$ cat config.mk
export PLATFORM = sky130hd
export DESIGN_NAME = mult_sequencer
export DESIGN_NICKNAME = d
export VERILOG_FILES = /design/src/rtl/mult_pkg.sv /design/src/rtl/mult_step.sv /design/src/rtl/mult_sequencer.sv
export SDC_FILE = /design/constraint.sdc
export NUM_CORES = 1
export LEC_CHECK = 0
export ABC_AREA = 1
export CORE_ASPECT_RATIO = 1.25
export CORE_MARGIN = 2
export CORE_UTILIZATION = 55
export DETAILED_ROUTE_END_ITERATION = 16
export PLACE_DENSITY = 0.88
export SLEW_MARGIN = 0
export SYNTH_ARGS = -nofsm -noshare
export SYNTH_HDL_FRONTEND = slang
export SYNTH_SLANG_ARGS = --single-unit
$ cat constraint.sdc
create_clock -name clk -period 7.9 [get_ports clk]
set_clock_uncertainty 0.2 [all_clocks]
set_input_delay 1.185 -clock clk [delete_from_list [all_inputs] [get_ports clk]]
set_output_delay 1.185 -clock clk [all_outputs]
set_load 0.005 [all_outputs]
$ cat src/rtl/mult_pkg.sv
// Shared definitions for the iterative multiply sequencer.
//   state_t     : FSM encoding (IDLE / RUN / FIX), 2 bits
//   CYCLES      : RUN cycles for the default configuration
//   mult_cycles : RUN cycles for a given operand width and step size
//   cnt_width   : width of a counter that must hold the value CYCLES
package mult_pkg;

    typedef enum logic [1:0] {
        IDLE = 2'd0,
        RUN  = 2'd1,
        FIX  = 2'd2
    } state_t;

    localparam int DEF_WIDTH     = 32;
    localparam int DEF_STEP_BITS = 1;
    localparam int CYCLES        = DEF_WIDTH / DEF_STEP_BITS;

    function automatic int mult_cycles(input int width, input int step_bits);
        return width / step_bits;
    endfunction

    function automatic int cnt_width(input int cycles);
        return $clog2(cycles + 1);
    endfunction

endpackage

$ cat src/rtl/mult_step.sv
// One shift-add iteration of the multiplier (purely combinational).
// Ports:
//   i_acc    : running 2*WIDTH accumulator
//   i_mcand  : multiplicand, already aligned to the current bit position
//   i_mplier : remaining multiplier bits; the low STEP_BITS are retired here
//   o_acc    : accumulator plus this step's partial product
//   o_mcand  : multiplicand aligned for the next step
//   o_mplier : multiplier with the retired bits shifted out
module mult_step
    import mult_pkg::*;
#(
    parameter int WIDTH     = DEF_WIDTH,
    parameter int STEP_BITS = DEF_STEP_BITS
) (
    input  logic [2*WIDTH-1:0] i_acc,
    input  logic [2*WIDTH-1:0] i_mcand,
    input  logic [WIDTH-1:0]   i_mplier,
    output logic [2*WIDTH-1:0] o_acc,
    output logic [2*WIDTH-1:0] o_mcand,
    output logic [WIDTH-1:0]   o_mplier
);

    logic [STEP_BITS-1:0] w_slice;
    logic [2*WIDTH-1:0]   w_partial;

    assign w_slice   = i_mplier[STEP_BITS-1:0];
    // Small-radix partial product: slice is at most 4 bits wide.
    assign w_partial = i_mcand * {{(2*WIDTH-STEP_BITS){1'b0}}, w_slice};
    assign o_acc     = i_acc + w_partial;
    assign o_mcand   = i_mcand << STEP_BITS;
    assign o_mplier  = i_mplier >> STEP_BITS;

endmodule

$ cat src/rtl/mult_sequencer.sv
// Sequencer for the iterative mult/multu unit behind the EX stage.
// Latches operands on start_mult, runs WIDTH/STEP_BITS shift-add cycles,
// then a sign-fix cycle that writes HI/LO and pulses done.
// Ports:
//   clk, reset            : clock, async active-high reset
//   start_mult, mult_sign : issue mult (sign=1) / multu (sign=0)
//   srca, srcb            : multiplicand / multiplier
//   read_hilo             : mfhi/mflo in EX this cycle
//   busy                  : state != IDLE (registered)
//   stall                 : hold IF/ID/EX while a product is pending
//   done                  : one-cycle pulse after HI/LO update
//   hi, lo                : HI/LO registers
module mult_sequencer
    import mult_pkg::*;
#(
    parameter int WIDTH     = DEF_WIDTH,
    parameter int STEP_BITS = DEF_STEP_BITS
) (
    input  logic             clk,
    input  logic             reset,
    input  logic             start_mult,
    input  logic             mult_sign,
    input  logic [WIDTH-1:0] srca,
    input  logic [WIDTH-1:0] srcb,
    input  logic             read_hilo,
    output logic             busy,
    output logic             stall,
    output logic             done,
    output logic [WIDTH-1:0] hi,
    output logic [WIDTH-1:0] lo
);

    localparam int L_CYCLES = mult_cycles(WIDTH, STEP_BITS);
    localparam int CW       = cnt_width(L_CYCLES);

    state_t             r_state;
    logic [CW-1:0]      r_count;
    logic [2*WIDTH-1:0] r_acc;
    logic [2*WIDTH-1:0] r_mcand;
    logic [WIDTH-1:0]   r_mplier;
    logic               r_neg;
    logic               r_busy;
    logic               r_done;
    logic [WIDTH-1:0]   r_hi;
    logic [WIDTH-1:0]   r_lo;

    logic               w_a_neg;
    logic               w_b_neg;
    logic [WIDTH-1:0]   w_a_mag;
    logic [WIDTH-1:0]   w_b_mag;
    logic [2*WIDTH-1:0] w_acc_next;
    logic [2*WIDTH-1:0] w_mcand_next;
    logic [WIDTH-1:0]   w_mplier_next;
    logic [2*WIDTH-1:0] w_product;

    // Signed operands are stored as magnitudes; the most negative value
    // negates to itself, which is exactly its magnitude read as unsigned.
    assign w_a_neg   = mult_sign & srca[WIDTH-1];
    assign w_b_neg   = mult_sign & srcb[WIDTH-1];
    assign w_a_mag   = w_a_neg ? -srca : srca;
    assign w_b_mag   = w_b_neg ? -srcb : srcb;
    assign w_product = r_neg ? -r_acc : r_acc;

    mult_step #(
        .WIDTH     (WIDTH),
        .STEP_BITS (STEP_BITS)
    ) u_step (
        .i_acc    (r_acc),
        .i_mcand  (r_mcand),
        .i_mplier (r_mplier),
        .o_acc    (w_acc_next),
        .o_mcand  (w_mcand_next),
        .o_mplier (w_mplier_next)
    );

    // A new start wins in every state: an operation in flight is dropped
    // without touching HI/LO (later mult overwrites an earlier one).
    always_ff @(posedge clk or posedge reset) begin
        if (reset) begin
            r_state  <= IDLE;
            r_count  <= '0;
            r_acc    <= '0;
            r_mcand  <= '0;
            r_mplier <= '0;
            r_neg    <= 1'b0;
            r_busy   <= 1'b0;
            r_done   <= 1'b0;
            r_hi     <= '0;
            r_lo     <= '0;
        end else begin
            r_done <= 1'b0;
            if (start_mult) begin
                r_acc    <= '0;
                r_mcand  <= {{WIDTH{1'b0}}, w_a_mag};
                r_mplier <= w_b_mag;
                r_neg    <= w_a_neg ^ w_b_neg;
                r_count  <= CW'(L_CYCLES);
                r_state  <= RUN;
                r_busy   <= 1'b1;
            end else begin
                case (r_state)
                    IDLE: begin
                        r_busy <= 1'b0;
                    end
                    RUN: begin
                        r_acc    <= w_acc_next;
                        r_mcand  <= w_mcand_next;
                        r_mplier <= w_mplier_next;
                        r_count  <= r_count - CW'(1);
                        if (r_count == CW'(1)) begin
                            r_state <= FIX;
                        end
                    end
                    FIX: begin
                        {r_hi, r_lo} <= w_product;
                        r_done       <= 1'b1;
                        r_state      <= IDLE;
                        r_busy       <= 1'b0;
                    end
                    default: begin
                        r_state <= IDLE;
                        r_busy  <= 1'b0;
                    end
                endcase
            end
        end
    end

    // A read issued alongside a start is the younger instruction, so it waits.
    assign stall = read_hilo & (r_busy | start_mult);
    assign busy  = r_busy;
    assign done  = r_done;
    assign hi    = r_hi;
    assign lo    = r_lo;

endmodule

Word-level counts from Yosys, hierarchy flattened
Cells that the tools add are included.
{"block": "classes", "n_addsub": 5, "multipliers": 1, "n_eq_ne": 6, "mux": 18, "bitwise_logic": 6, "reduce_logical": 4}
{"operator": "64-bit two-way mux", "count": 5}
{"operator": "32-bit two-way mux", "count": 4}
{"operator": "64-bit adder", "count": 1}
{"operator": "64-bit by 1-bit multiplier with 64-bit output", "count": 1}
{"operator": "32-bit negation", "count": 2}
{"operator": "64-bit negation", "count": 1}
{"operator": "6-bit two-way mux", "count": 2}
{"operator": "6-bit by 1-bit equality test with 1-bit output, second input constant", "count": 1}
{"operator": "6-bit by 1-bit subtractor with 6-bit output, second input constant", "count": 1}
{"operator": "1-bit two-way mux", "count": 4}
{"operator": "2-bit two-way mux", "count": 2}
{"operator": "2-bit != test, second input constant", "count": 2}
{"operator": "2-bit one-hot mux with 2 select lines", "count": 1}
{"operator": "2-bit AND reduction", "count": 2}
{"operator": "1-bit bitwise AND", "count": 3}
{"operator": "3-bit != test, second input constant", "count": 1}
{"operator": "2-bit by 1-bit equality test with 1-bit output, second input constant", "count": 1}
{"operator": "2-bit equality test, second input constant", "count": 1}
{"operator": "2-bit zero test", "count": 1}
{"operator": "2-bit nonzero test", "count": 1}
{"operator": "1-bit NOT", "count": 1}
{"operator": "1-bit bitwise OR", "count": 1}
{"operator": "1-bit XOR", "count": 1}
{"block": "totals", "register_bits": 235, "in_bits": 69, "word_cells": 50}

Longest topological paths before layout
Gate-level depths: netlist of the first run.
{"block": "depth", "word_depth": 4, "ltp_mapped": 20}

Modules after synthesis
From an unflattened synthesis of the first run, not the netlist that was laid out.
{"block": "unflattened", "cells_unflattened": 3452, "area_unflattened_um2": 20754.9}
{"module": "mult_sequencer", "instances": 1, "cells_per_inst": 1931, "area_per_inst_um2": 13601.8}
{"module": "mult_step", "instances": 1, "cells_per_inst": 1521, "area_per_inst_um2": 7153.1}

Least setup slack after synthesis of the first run
No wires, ideal clock.
{"block": "synth_timing", "path_type": "input port to output port", "startpoint": "input port start_mult", "endpoint": "output port stall", "t_arrival_ns": 1.872, "required_time_ns": 6.515, "setup_slack_ns": 4.643, "stages": 4, "cell_sequence": "clkbuf_1 -> clkbuf_1 -> nor2_1 -> nor2_1"}
{"block": "synth_between", "elab_chain_len": 2}
{"element": "from (decl)", "line": "mult_sequencer.sv:21", "rtl": "input logic start_mult,"}
{"element": "1-bit bitwise OR", "line": "mult_sequencer.sv:130", "rtl": "assign stall = read_hilo & (r_busy | start_mult);"}
{"element": "1-bit bitwise AND", "line": "mult_sequencer.sv:130"}
{"element": "to (decl)", "line": "mult_sequencer.sv:27", "rtl": "output logic stall,"}
Every way passes these cells.

Worst setup path after layout of the first run
Ends and elaborated chain as after synthesis.

==> results of run 1 <==
## flip-flops by register name, indices dropped and copies added, names as in the netlist
name and cells:
r_neg 1, busy 1, r_mplier 32, done 1, r_state 2, hi 32
r_mcand 64, r_acc 64, r_count 6, lo 32
## per-stage QoR
stage	setup slack [ns]	instances
after CTS	3.99	3747
after floorplan	0.0687	3168
final	3.96	3747
after global placement	3.93	3699
after detailed placement	3.91	3699
after global routing	3.85	3747
## area by class of cell
type	count	area share
inverters	620	0.107
multi-input cells	2231	0.487
clock inverters	18	0.0121
well taps	468	0.0268
flip-flops and latches	235	0.270
repair buffers	145	0.0652
clock buffers	30	0.0324
## per-layer routing
layer | share of wire | vias up
met5 | 0 | -
met4 | 0.063 | 0
met3 | 0.073 | 178
met2 | 0.45 | 813
met1 | 0.41 | 9066
li1 | - | 10107
## power breakdown
group / switching [mW] / total [mW] / leakage, nW / internal [mW]
registers: 0.197 / 1.58 / 3.02 / 1.38
clock network: 0.545 / 1.39 / 0.474 / 0.842
logic: 1.44 / 2.10 / 8.66 / 0.665
## critical path, stage by stage
cell and delay [ns]:
buf_2 0.07, buf_4 0.50, nor2_1 0.14, nor2_1 0.12, clkdlybuf4s50_1 0.50
## placed cells by master (no fill, tap or decap), types with 13 or more instances in the layout
cell type	n
a21oi_1	98
a31oi_1	22
clkbuf_16	27
clkdlybuf4s50_1	134
dfrtp_1	233
ha_1	68
inv_1	602
inv_2	13
nand2_1	1111
nand3_1	241
nand4_1	48
nor2_1	279
nor3_1	22
o211ai_1	17
o21ai_0	138
o221ai_1	24
o22ai_1	50
xor2_1	26
## kinds of logic (layout without fill, tap and decap cells)
logic type,Yosys count,after routing
DFF,235,235
AOI/OAI and AO/OA,385,385
buffers and inverters,702,813
adders and majority gates,69,69
xor gates and xnor gates,28,28
and+or+nand+nor,1749,1749
## worst min-delay path by stage
stage,depth (start not counted),startpoint,end,slack (ns)
after detailed placement,2,lo[26],lo[26],0.27
final,2,lo[26],lo[26],0.28
after floorplan,2,r_mcand[63],r_mcand[63],0.25
after global placement,2,hi[2],hi[2],0.26
after global routing,2,hi[19],hi[19],0.30
after CTS,2,lo[26],lo[26],0.28
==> summary.md, run 1 <==
| Metric | Value |
|---|---|
| Register area | `0.00588 mm2` |
| Clock Latency Late Sink | `0.56 ns` |
| Syn Nets | `about 3300` |
| Final worst-path cycle share | `0.499` |
| Met2 Use GR | `0.522` |
| Drt total wl | `57.0 mm` |
| Die width | `~170 um` |
| Initial DRC count | `1740` |
| Largest cells by area after synthesis | `dfrtp_1 (31%), nand2_1 (22%), inv_1 (12%), nand3_1 (6.3%), nor2_1 (5.5%)` |
| CTS buffer count | `26` |
| Final #Nets | `3397` |
| Final Max Slew Viols | `0` |
| Most used DFF post-synth | `dfrtp_1` |
| Highest clock rate | `~250 MHz` |
| # DRC | `0` |
| Final Critical Period | `3.94 ns` |
| GRT met1 Usage | `0.408` |
| DP Wirelength | `between 40 and 50 mm` |
| Synth Area in Compound Gates | `0.118` |
| Synth Area per Inst | `6.05 um2` |
| Worst R2R Setup Slack | `4.28 ns` |
| R2r endpoint | `r_acc[56]` |
| Ant. Diodes | `0` |
| Crit path launch type | `input pin` |
| Synth Register Bits | `235` |
| TritonCTS clock tree | `built` |
| Area delta synth->final | `13.9%` |
| Util after Layout | `0.634` |
| Mapped Cells | `roughly 3200` |
| Io pins | `between 100 and 150` |
| Vias in the first global route | `18662` |
| Slew @ Worst Pin | `1.12 ns` |
| H-Tree Depth | `1` |
| Crit path kind | `in2out` |
| Synthesized cell area | `0.0192 mm2` |
| Tot Pwr | `5.06 mW` |
| CP startpoint | `start_mult` |
| Global-route usage over all layers | `0.318` |
| CP endpoint | `stall` |
| Antenna violations before repair | `0` |
| Yosys cell types | `53` |
| Wire per inst | `15.2 um` |
| DRT Pass-1 Iters | `6` |
| Synth Area in Adders | `0.0455` |
| Largest net degree at the start of global routing | `around 110` |
| HP Class | `reg2reg` |
| Clock slew at reported path FFs | `0.07 ns` |
| Cell taking the most area after synthesis | `dfrtp_1` |
| Fillers | `3229` |
| Share of post-route cells with drive strength above 1 | `0.0348` |
| Top cells by instance count after synthesis | `nand2_1 (1111), inv_1 (604), nor2_1 (281)` |
| Multiplexer share of the synthesized area | `0` |
| Simple-gate share of the synthesized area | `0.377` |
| Root Buffer | `clkbuf_16` |
| YS warnings | `0` |
| CP arrival | `2.55 ns` |
| DR vias/cell | `about 5.4` |
| Starting Density | `0.557` |
| Largest family of logic cells by synthesized area | `simple AND/OR/NAND/NOR gates` |
| GRT met3 Usage | `0.0358` |
| FF-to-FF path depth | `17` |
| Setup TNS | `0 ns` |
| Post-synthesis sequential area ratio | `0.307` |
| Yosys top cell area share | `0.307` |
| TritonCTS Sinks | `about 240` |
| # Post-CTS Setup Buffers | `0` |
| RSZ-0062 raised after global routing | `no` |
| GP Congestion | `1.02` |
| Slew headroom | `0.252` |
| XOR/XNOR Fraction of Synth Area | `0.0128` |
| Placed Area | `0.0208 mm2` |
| Detail Route Antenna Nets | `0` |
| Core ar. | `around 0.034 mm2` |
| PD cells | `232 mW/mm2` |
| Hold slack | `0.278 ns` |
| Vias post-DR | `20164` |
| Worst R2R Start | `r_mplier[0]` |
| Post_cts resized | `0` |
| Max FO, Critical Path | `52` |
| Leakage | `~12 nW` |
| Global route overflow | `0` |
| Die Ht | `~210 um` |
| CP required | `6.51 ns` |
| Maxcap violations | `0` |
| Row cnt | `76` |
| Setup violators final | `0` |
| Multi-input logic area | `about 0.011 mm2` |
| Clock Tree Buf Depth | `3` |
| Hold buffers post-CTS | `0` |
| Async set-or-reset flop fraction in the synthesized netlist | `1.00` |
| Critical Path Sink Type | `output pin` |
| GRT busiest layer | `met2` |
| First-pass GRT wire length | `slightly above 90 mm` |
| EDFF count, synth | `0` |
| Final Hold Violating Endpoints | `0` |
| Design Area, Final | `0.0218 mm2` |
| Die area | `0.0363 mm2` |
| I/O Buffers | `between 100 and 150` |
| VDD IR max | `167 uV` |
| Cell with the most instances after synthesis | `nand2_1` |
| Status | `completed` |
No activity file was read; power rests on OpenSTA's default activity.
==> run 2: changes to the inputs <==
CORE_UTILIZATION = 61   (was 55)
PLACE_DENSITY = 0.92   (was 0.88)
clock period = 3.7 ns   (was 7.9 ns; I/O delays follow)
==> run 2 against run 1 <==
Compared with the run above:
- power increased by 110%
- sequential share of layout area unchanged
- via count grew 4.0%
- die area shrank 9.6%
- cell count decreased by 1.3%
- first-iteration DRC count up 6.7%
==> summary.md, run 2 (synthesis results as in run 1) <==
| Metric | Value |
|---|---|
| Initial DRC count | `1857 (+6.7%)` |
| Max FO, Critical Path | `27 (-48%)` |
| CP required | `3.93 ns (-2.58 ns)` |
| Most common cell after layout, fill and taps aside | `nand2_1` |
| Post-route setup slack | `0.449 ns (-3.51 ns)` |
| CP startpoint | `r_mplier[0]` |
| DP Cell Count | `3653 (-1.2%)` |
| Final worst-path cycle share | `0.879` |
| TritonCTS Sinks | `235 (unchanged)` |
| Crit path launch type | `register` |
| Final Critical Period | `approximately 3.3 ns` |
| GP Congestion | `1.03 (+1.1%)` |
| Largest registers | `r_acc x64, r_mcand x64` |
| TritonCTS clock tree | `built` |
| Post_cts resized | `0 (unchanged)` |
| RSZ-0062 raised after global routing | `no` |
| Worst R2R Start | `r_mplier[0]` |
| Util after Layout | `0.706 (+0.0723)` |
| Die width | `163 um (-4.9%)` |
| Sw Ratio | `0.442 (+0.0119)` |
| Setup violators final | `0 (unchanged)` |
| Wire per inst | `17.1 um (+12%)` |
| Placed Area | `0.0210 mm2 (+0.52%)` |
| Largest net degree at the start of global routing | `91 (-14%)` |
| R2r endpoint | `r_acc[55]` |
| Logic pwr share | `0.432 (+0.017)` |
| Vias in the first global route | `20295 (+8.8%)` |
| Final Max Slew Viols | `0 (unchanged)` |
| P_int | `6.01 mW (+110%)` |
| Die area | `0.0328 mm2 (-9.6%)` |
| Detail Route Antenna Nets | `0 (unchanged)` |
| Ant. Diodes | `0 (unchanged)` |
| # Post-CTS Setup Buffers | `0 (unchanged)` |
| Share of post-route cells with drive strength above 1 | `0.0371 (+0.00230)` |
| Root Buffer | `clkbuf_16` |
| Die Ht | `202 um (-5.0%)` |
| Flop pwr share | `0.315 (+0.004)` |
| Crit path kind | `reg2reg` |
| Hold slack | `0.220 ns (-0.0571 ns)` |
| Status | `completed` |
| Row cnt | `72 (-5.3%)` |
| Design Area, Final | `0.0218 mm2 (unchanged)` |
| Clock Latency Late Sink | `0.55 ns (about the same)` |
| Vias post-DR | `20962 (+4.0%)` |
| DR vias/cell | `5.67 (+5.3%)` |
| Hold buffers post-CTS | `0 (unchanged)` |
| Io pins | `136 (unchanged)` |
| Setup WS pre-CTS | `0.517 ns (-3.40 ns)` |
| VDD IR max | `410 uV (+150%)` |
| Clock Tree Buf Depth | `3 (unchanged)` |
| Final #Nets | `3411 (+0.41%)` |
| Maxcap violations | `0 (unchanged)` |
| Starting Density | `0.620 (+0.0635)` |
| Slew @ Worst Pin | `0.832 ns (-0.290 ns)` |
| I/O Buffers | `135 (unchanged)` |
| HP Class | `in2async` |
| Worst R2R Setup Slack | `0.45 ns (-3.83 ns)` |
| # DRC | `0 (unchanged)` |
| Clock slew at reported path FFs | `0.07 ns (about the same)` |
| Tot Pwr | `10.8 mW (+110%)` |
| PD cells | `494 mW/mm2 (+110%)` |
| DRT Pass-1 Iters | `6 (unchanged)` |
| Switching power of the nets | `4.76 mW (+120%)` |
| Core ar. | `0.0309 mm2 (-10%)` |
| First-pass GRT wire length | `101 mm (+9.9%)` |
| H-Tree Depth | `1 (unchanged)` |
| Final non-filler cell total | `3698 (-1.3%)` |
| Area delta synth->final | `13.9% (unchanged)` |
| Most frequent cells in the layout | `nand2_1 (1111), inv_1 (603), nor2_1 (279), nand3_1 (241), dfrtp_1 (233)` |
| Global-route usage over all layers | `0.389 (+0.0710)` |
| Drt total wl | `63.3 mm (+11%)` |
| Leakage | `12.2 nW (+0.27%)` |
| CP arrival | `3.48 ns (+0.93 ns)` |
| Clk pwr share | `0.254 (-0.020)` |
| Antenna violations before repair | `0 (unchanged)` |
| Slew headroom | `0.446 (+0.193)` |
| Global route overflow | `0 (unchanged)` |
| DP Wirelength | `49.1 mm (+12%)` |
| Critical Path Sink Type | `register` |
| CTS buffer count | `25 (-3.8%)` |
| Setup TNS | `0 ns (unchanged)` |
| CP endpoint | `r_acc[55]` |
| Highest clock rate | `308 MHz` |
| Final Hold Violating Endpoints | `0 (unchanged)` |
| FF-to-FF path depth | `15 (-2)` |
[run 2: cell types whose count changed in the layout (fill, tap and decap cells not counted), sizes merged]
cell and change:
buf +15, clkinv -2, clkinvlp +2, bufinv -1
clkbuf -1, inv -1
[run 2: power by group through the flow]
stage               Sequential [mW]  Combinational [mW]  Clock (mW)
floorplan                      3.22                3.26           0
global placement               3.38                4.37           0
detailed placement             3.40                4.51           0
CTS                            3.36                4.55        2.74
global route                   3.41                5.13        2.85
finish                         3.39                4.65        2.73
[run 2: cell type report]
type,instances,area (um2)
clock buffer,29,641
clock inverter,16,223
fill,2726,9090
inverter,620,2330
multi-input combinational,2231,10600
sequential,235,5880
tap,407,509
timing repair buffer,160,1610
[run 2: worst max-delay path: stages (launching register included)]
cell,delay (ns)
dfrtp_2,0.64
buf_4,0.39
nand2_1,0.09
inv_1,0.09
ha_1,0.23
nand2_1,0.16
nor2_1,0.29
nand2_1,0.18
inv_1,0.08
nand2_1,0.16
nor2_1,0.13
nand2_1,0.18
nand3_1,0.12
nand2_1,0.05
nand3_1,0.07
nand2_1,0.06
[run 2: how the worst min path moves through the flow]
stage               depth (start not counted)         from          end  slack, ns
floorplan                                   2  r_mcand[63]  r_mcand[63]       0.25
global placement                            2       hi[12]       hi[12]       0.26
detailed placement                          2       hi[19]       hi[19]       0.27
CTS                                         2        reset        lo[9]       0.21
global route                                2        reset        lo[9]       0.24
finish                                      2        reset        lo[7]       0.22
[run 2: per-layer routing]
layer,wire (um),up-vias,global-route usage,part of all wire
li1,-,10129,-,-
met1,24900,9586,0.489,0.39
met2,29400,1045,0.652,0.46
met3,5370,202,0.0447,0.085
met4,3670,0,0.215,0.058
met5,0,-,0,0
==> run 3: changes to the inputs <==
CORE_MARGIN = 4   (was 2)
==> run 3 against run 2 <==
Compared with the run above:
- flip-flop and latch count unchanged
- largest power group unchanged
- sequential share of layout area about the same
- critical endpoint is now r_acc[63]
- clock-buffer cell count up 3
- core utilization fell by 0.27 points
==> summary.md, run 3 (synthesis results as in run 1) <==
| Metric | Value |
|---|---|
| Status | `completed` |
| H-Tree Depth | `1 (unchanged)` |
| Highest clock rate | `285 MHz (-7.5%)` |
| Final worst-path cycle share | `0.950 (+0.0711)` |
| Drt total wl | `64.8 mm (+2.4%)` |
| Sw Ratio | `0.443 (+0.000806)` |
| Initial DRC count | `1978 (+6.5%)` |
| Die area | `0.0343 mm2 (+4.5%)` |
| Largest registers | `r_acc x64, r_mcand x64` |
| Wire per inst | `17.5 um (+2.5%)` |
| Setup WS pre-CTS | `-0.291 ns (-0.809 ns)` |
| Register area | `0.00589 mm2 (about the same)` |
| Root Buffer | `clkbuf_16` |
| DP Cell Count | `3650 (-0.082%)` |
| Starting Density | `0.618 (-0.00180)` |
| Row cnt | `72 (unchanged)` |
| DR vias/cell | `5.70 (+0.50%)` |
| Antenna violations before repair | `0 (unchanged)` |
| Global-route usage over all layers | `0.367 (-0.0222)` |
| Max FO, Critical Path | `29 (+7.4%)` |
| # DRC | `0 (unchanged)` |
| I/O Buffers | `135 (unchanged)` |
| Setup violators final | `0 (unchanged)` |
| Fillers | `2698 (-1.0%)` |
| VDD IR max | `388 uV (-5.2%)` |
| GP Congestion | `1.02 (-0.89%)` |
| Slew headroom | `0.419 (-0.0263)` |
| Detail Route Antenna Nets | `0 (unchanged)` |
| Clock Latency Late Sink | `0.56 ns (about the same)` |
| CP arrival | `3.75 ns (+0.27 ns)` |
| Switching power of the nets | `4.80 mW (+0.87%)` |
| Clock slew at reported path FFs | `0.07 ns (about the same)` |
| Most frequent cells in the layout | `nand2_1 (1110), inv_1 (603), nor2_1 (278), nand3_1 (241), dfrtp_1 (233)` |
| Slew @ Worst Pin | `0.871 ns (+0.0395 ns)` |
| DP Wirelength | `50.5 mm (+2.9%)` |
| TritonCTS Sinks | `235 (unchanged)` |
| Clock Tree Buf Depth | `3 (unchanged)` |
| Post-route setup slack | `0.186 ns (-0.263 ns)` |
| Largest net degree at the start of global routing | `89 (-2.2%)` |
| Global route overflow | `0 (unchanged)` |
| Crit path kind | `reg2reg` |
| Die Ht | `206 um (+2.0%)` |
| CP required | `3.93 ns (about the same)` |
| Io pins | `136 (unchanged)` |
| Maxcap violations | `0 (unchanged)` |
| Vias post-DR | `21045 (+0.40%)` |
| Ant. Diodes | `0 (unchanged)` |
| Critical Path Sink Type | `register` |
| DRT Pass-1 Iters | `6 (unchanged)` |
| Share of post-route cells with drive strength above 1 | `0.0368 (-0.000259)` |
| Core ar. | `0.0310 mm2 (+0.29%)` |
| HP Class | `in2async` |
| First-pass GRT wire length | `102 mm (+0.43%)` |
| P_int | `6.04 mW (+0.54%)` |
| Die width | `167 um (+2.5%)` |
| Multi-input logic area | `0.0106 mm2 (+0.19%)` |
| Most common cell after layout, fill and taps aside | `nand2_1` |
| Logic pwr share | `0.430 (-0.002)` |
| Final #Nets | `3408 (-0.088%)` |
| CTS buffer count | `25 (unchanged)` |
| Final Hold Violating Endpoints | `0 (unchanged)` |
| Final non-filler cell total | `3694 (-0.11%)` |
| RSZ-0062 raised after global routing | `no` |
| TritonCTS clock tree | `built` |
| Clk pwr share | `0.256 (+0.002)` |
| Area delta synth->final | `13.8% (about the same)` |
| PD cells | `497 mW/mm2 (+0.78%)` |
| Final Critical Period | `3.51 ns (+0.263 ns)` |
| Flop pwr share | `0.314 (about the same)` |
| Crit path launch type | `register` |
| Vias in the first global route | `19786 (-2.5%)` |
| Leakage | `12.2 nW (about the same)` |
| Final Max Slew Viols | `0 (unchanged)` |
-- run 3: changes by cell type in the layout (fill, tap and decap cells not counted), sizes merged --
cell / delta
buf: -3
clkbuf: +3
clkinv: -1
clkinvlp: -2
inv: -1
-- run 3: routing by layer --
layer  track usage  routed length (um)  up-vias
li1              -                   -    10113
met1         0.459               25100     9614
met2         0.630               30400     1118
met3        0.0459                5730      200
met4         0.182                3560        0
met5             0                   0        -
-- run 3: power by group through the flow --
stage | Sequential [mW] | Combinational (mW) | Clock (mW)
2_1_floorplan | 3.22 | 3.26 | 0
3_3_place_gp | 3.38 | 4.35 | 0
3_5_place_dp | 3.40 | 4.49 | 0
4_1_cts | 3.37 | 4.56 | 2.78
5_1_grt | 3.42 | 5.12 | 2.89
6_report | 3.40 | 4.66 | 2.78
-- run 3: worst paths after layout --
check	depth (start not counted)	end	slack (ns)	from
max in group asynchronous	3	r_mplier[18]	2.15	reset
min in group clk	2	hi[14]	0.28	hi[14]
hold / removal	2	lo[4]	0.22	reset
hold reg to reg	2	hi[14]	0.28	hi[14]
setup reg to reg	15	r_acc[63]	0.19	r_mplier[0]
setup / recovery	15	r_acc[63]	0.19	r_mplier[0]
-- run 3: worst max-delay path, cell delays in order, from the launching register on --
cell,delay [ns]
dfrtp_4,0.60
buf_4,0.29
nand2_1,0.10
inv_1,0.04
ha_1,0.42
nand2_1,0.15
nor2_1,0.23
inv_1,0.08
nor2_2,0.20
nand2_2,0.18
nor4_4,0.33
nand2_1,0.27
nand2_1,0.11
nand2_1,0.05
nand3_1,0.07
nand2_1,0.06
-- run 3: what timing repair did --
item,CTS,global route
gates resized for setup,3,2
setup endpoints to repair,1,1
setup buffers,0,0
hold buffers,0,0
-- run 3: through the flow --
stage          total power [mW]  instance area (um2)  TNS, ns  hold WS (ns)  utilization
3_3_place_gp               7.74                20900   -0.356         0.263        0.674
4_1_cts                    10.7                21800        0         0.223        0.703
6_report                   10.8                21800        0         0.216        0.703
2_1_floorplan              6.48                19200   -31.23         0.253            -
5_1_grt                    11.4                21800        0         0.257        0.703
3_5_place_dp               7.90                20900   -0.291         0.270        0.674
-- run 3: final cells by class --
cell class | instances | share of cell area
tap | 407 | 0.0234
multi-input combinational | 2231 | 0.488
inverter | 620 | 0.107
clock buffer | 32 | 0.0313
clock inverter | 12 | 0.00913
timing repair buffer | 157 | 0.0711
sequential | 235 | 0.270
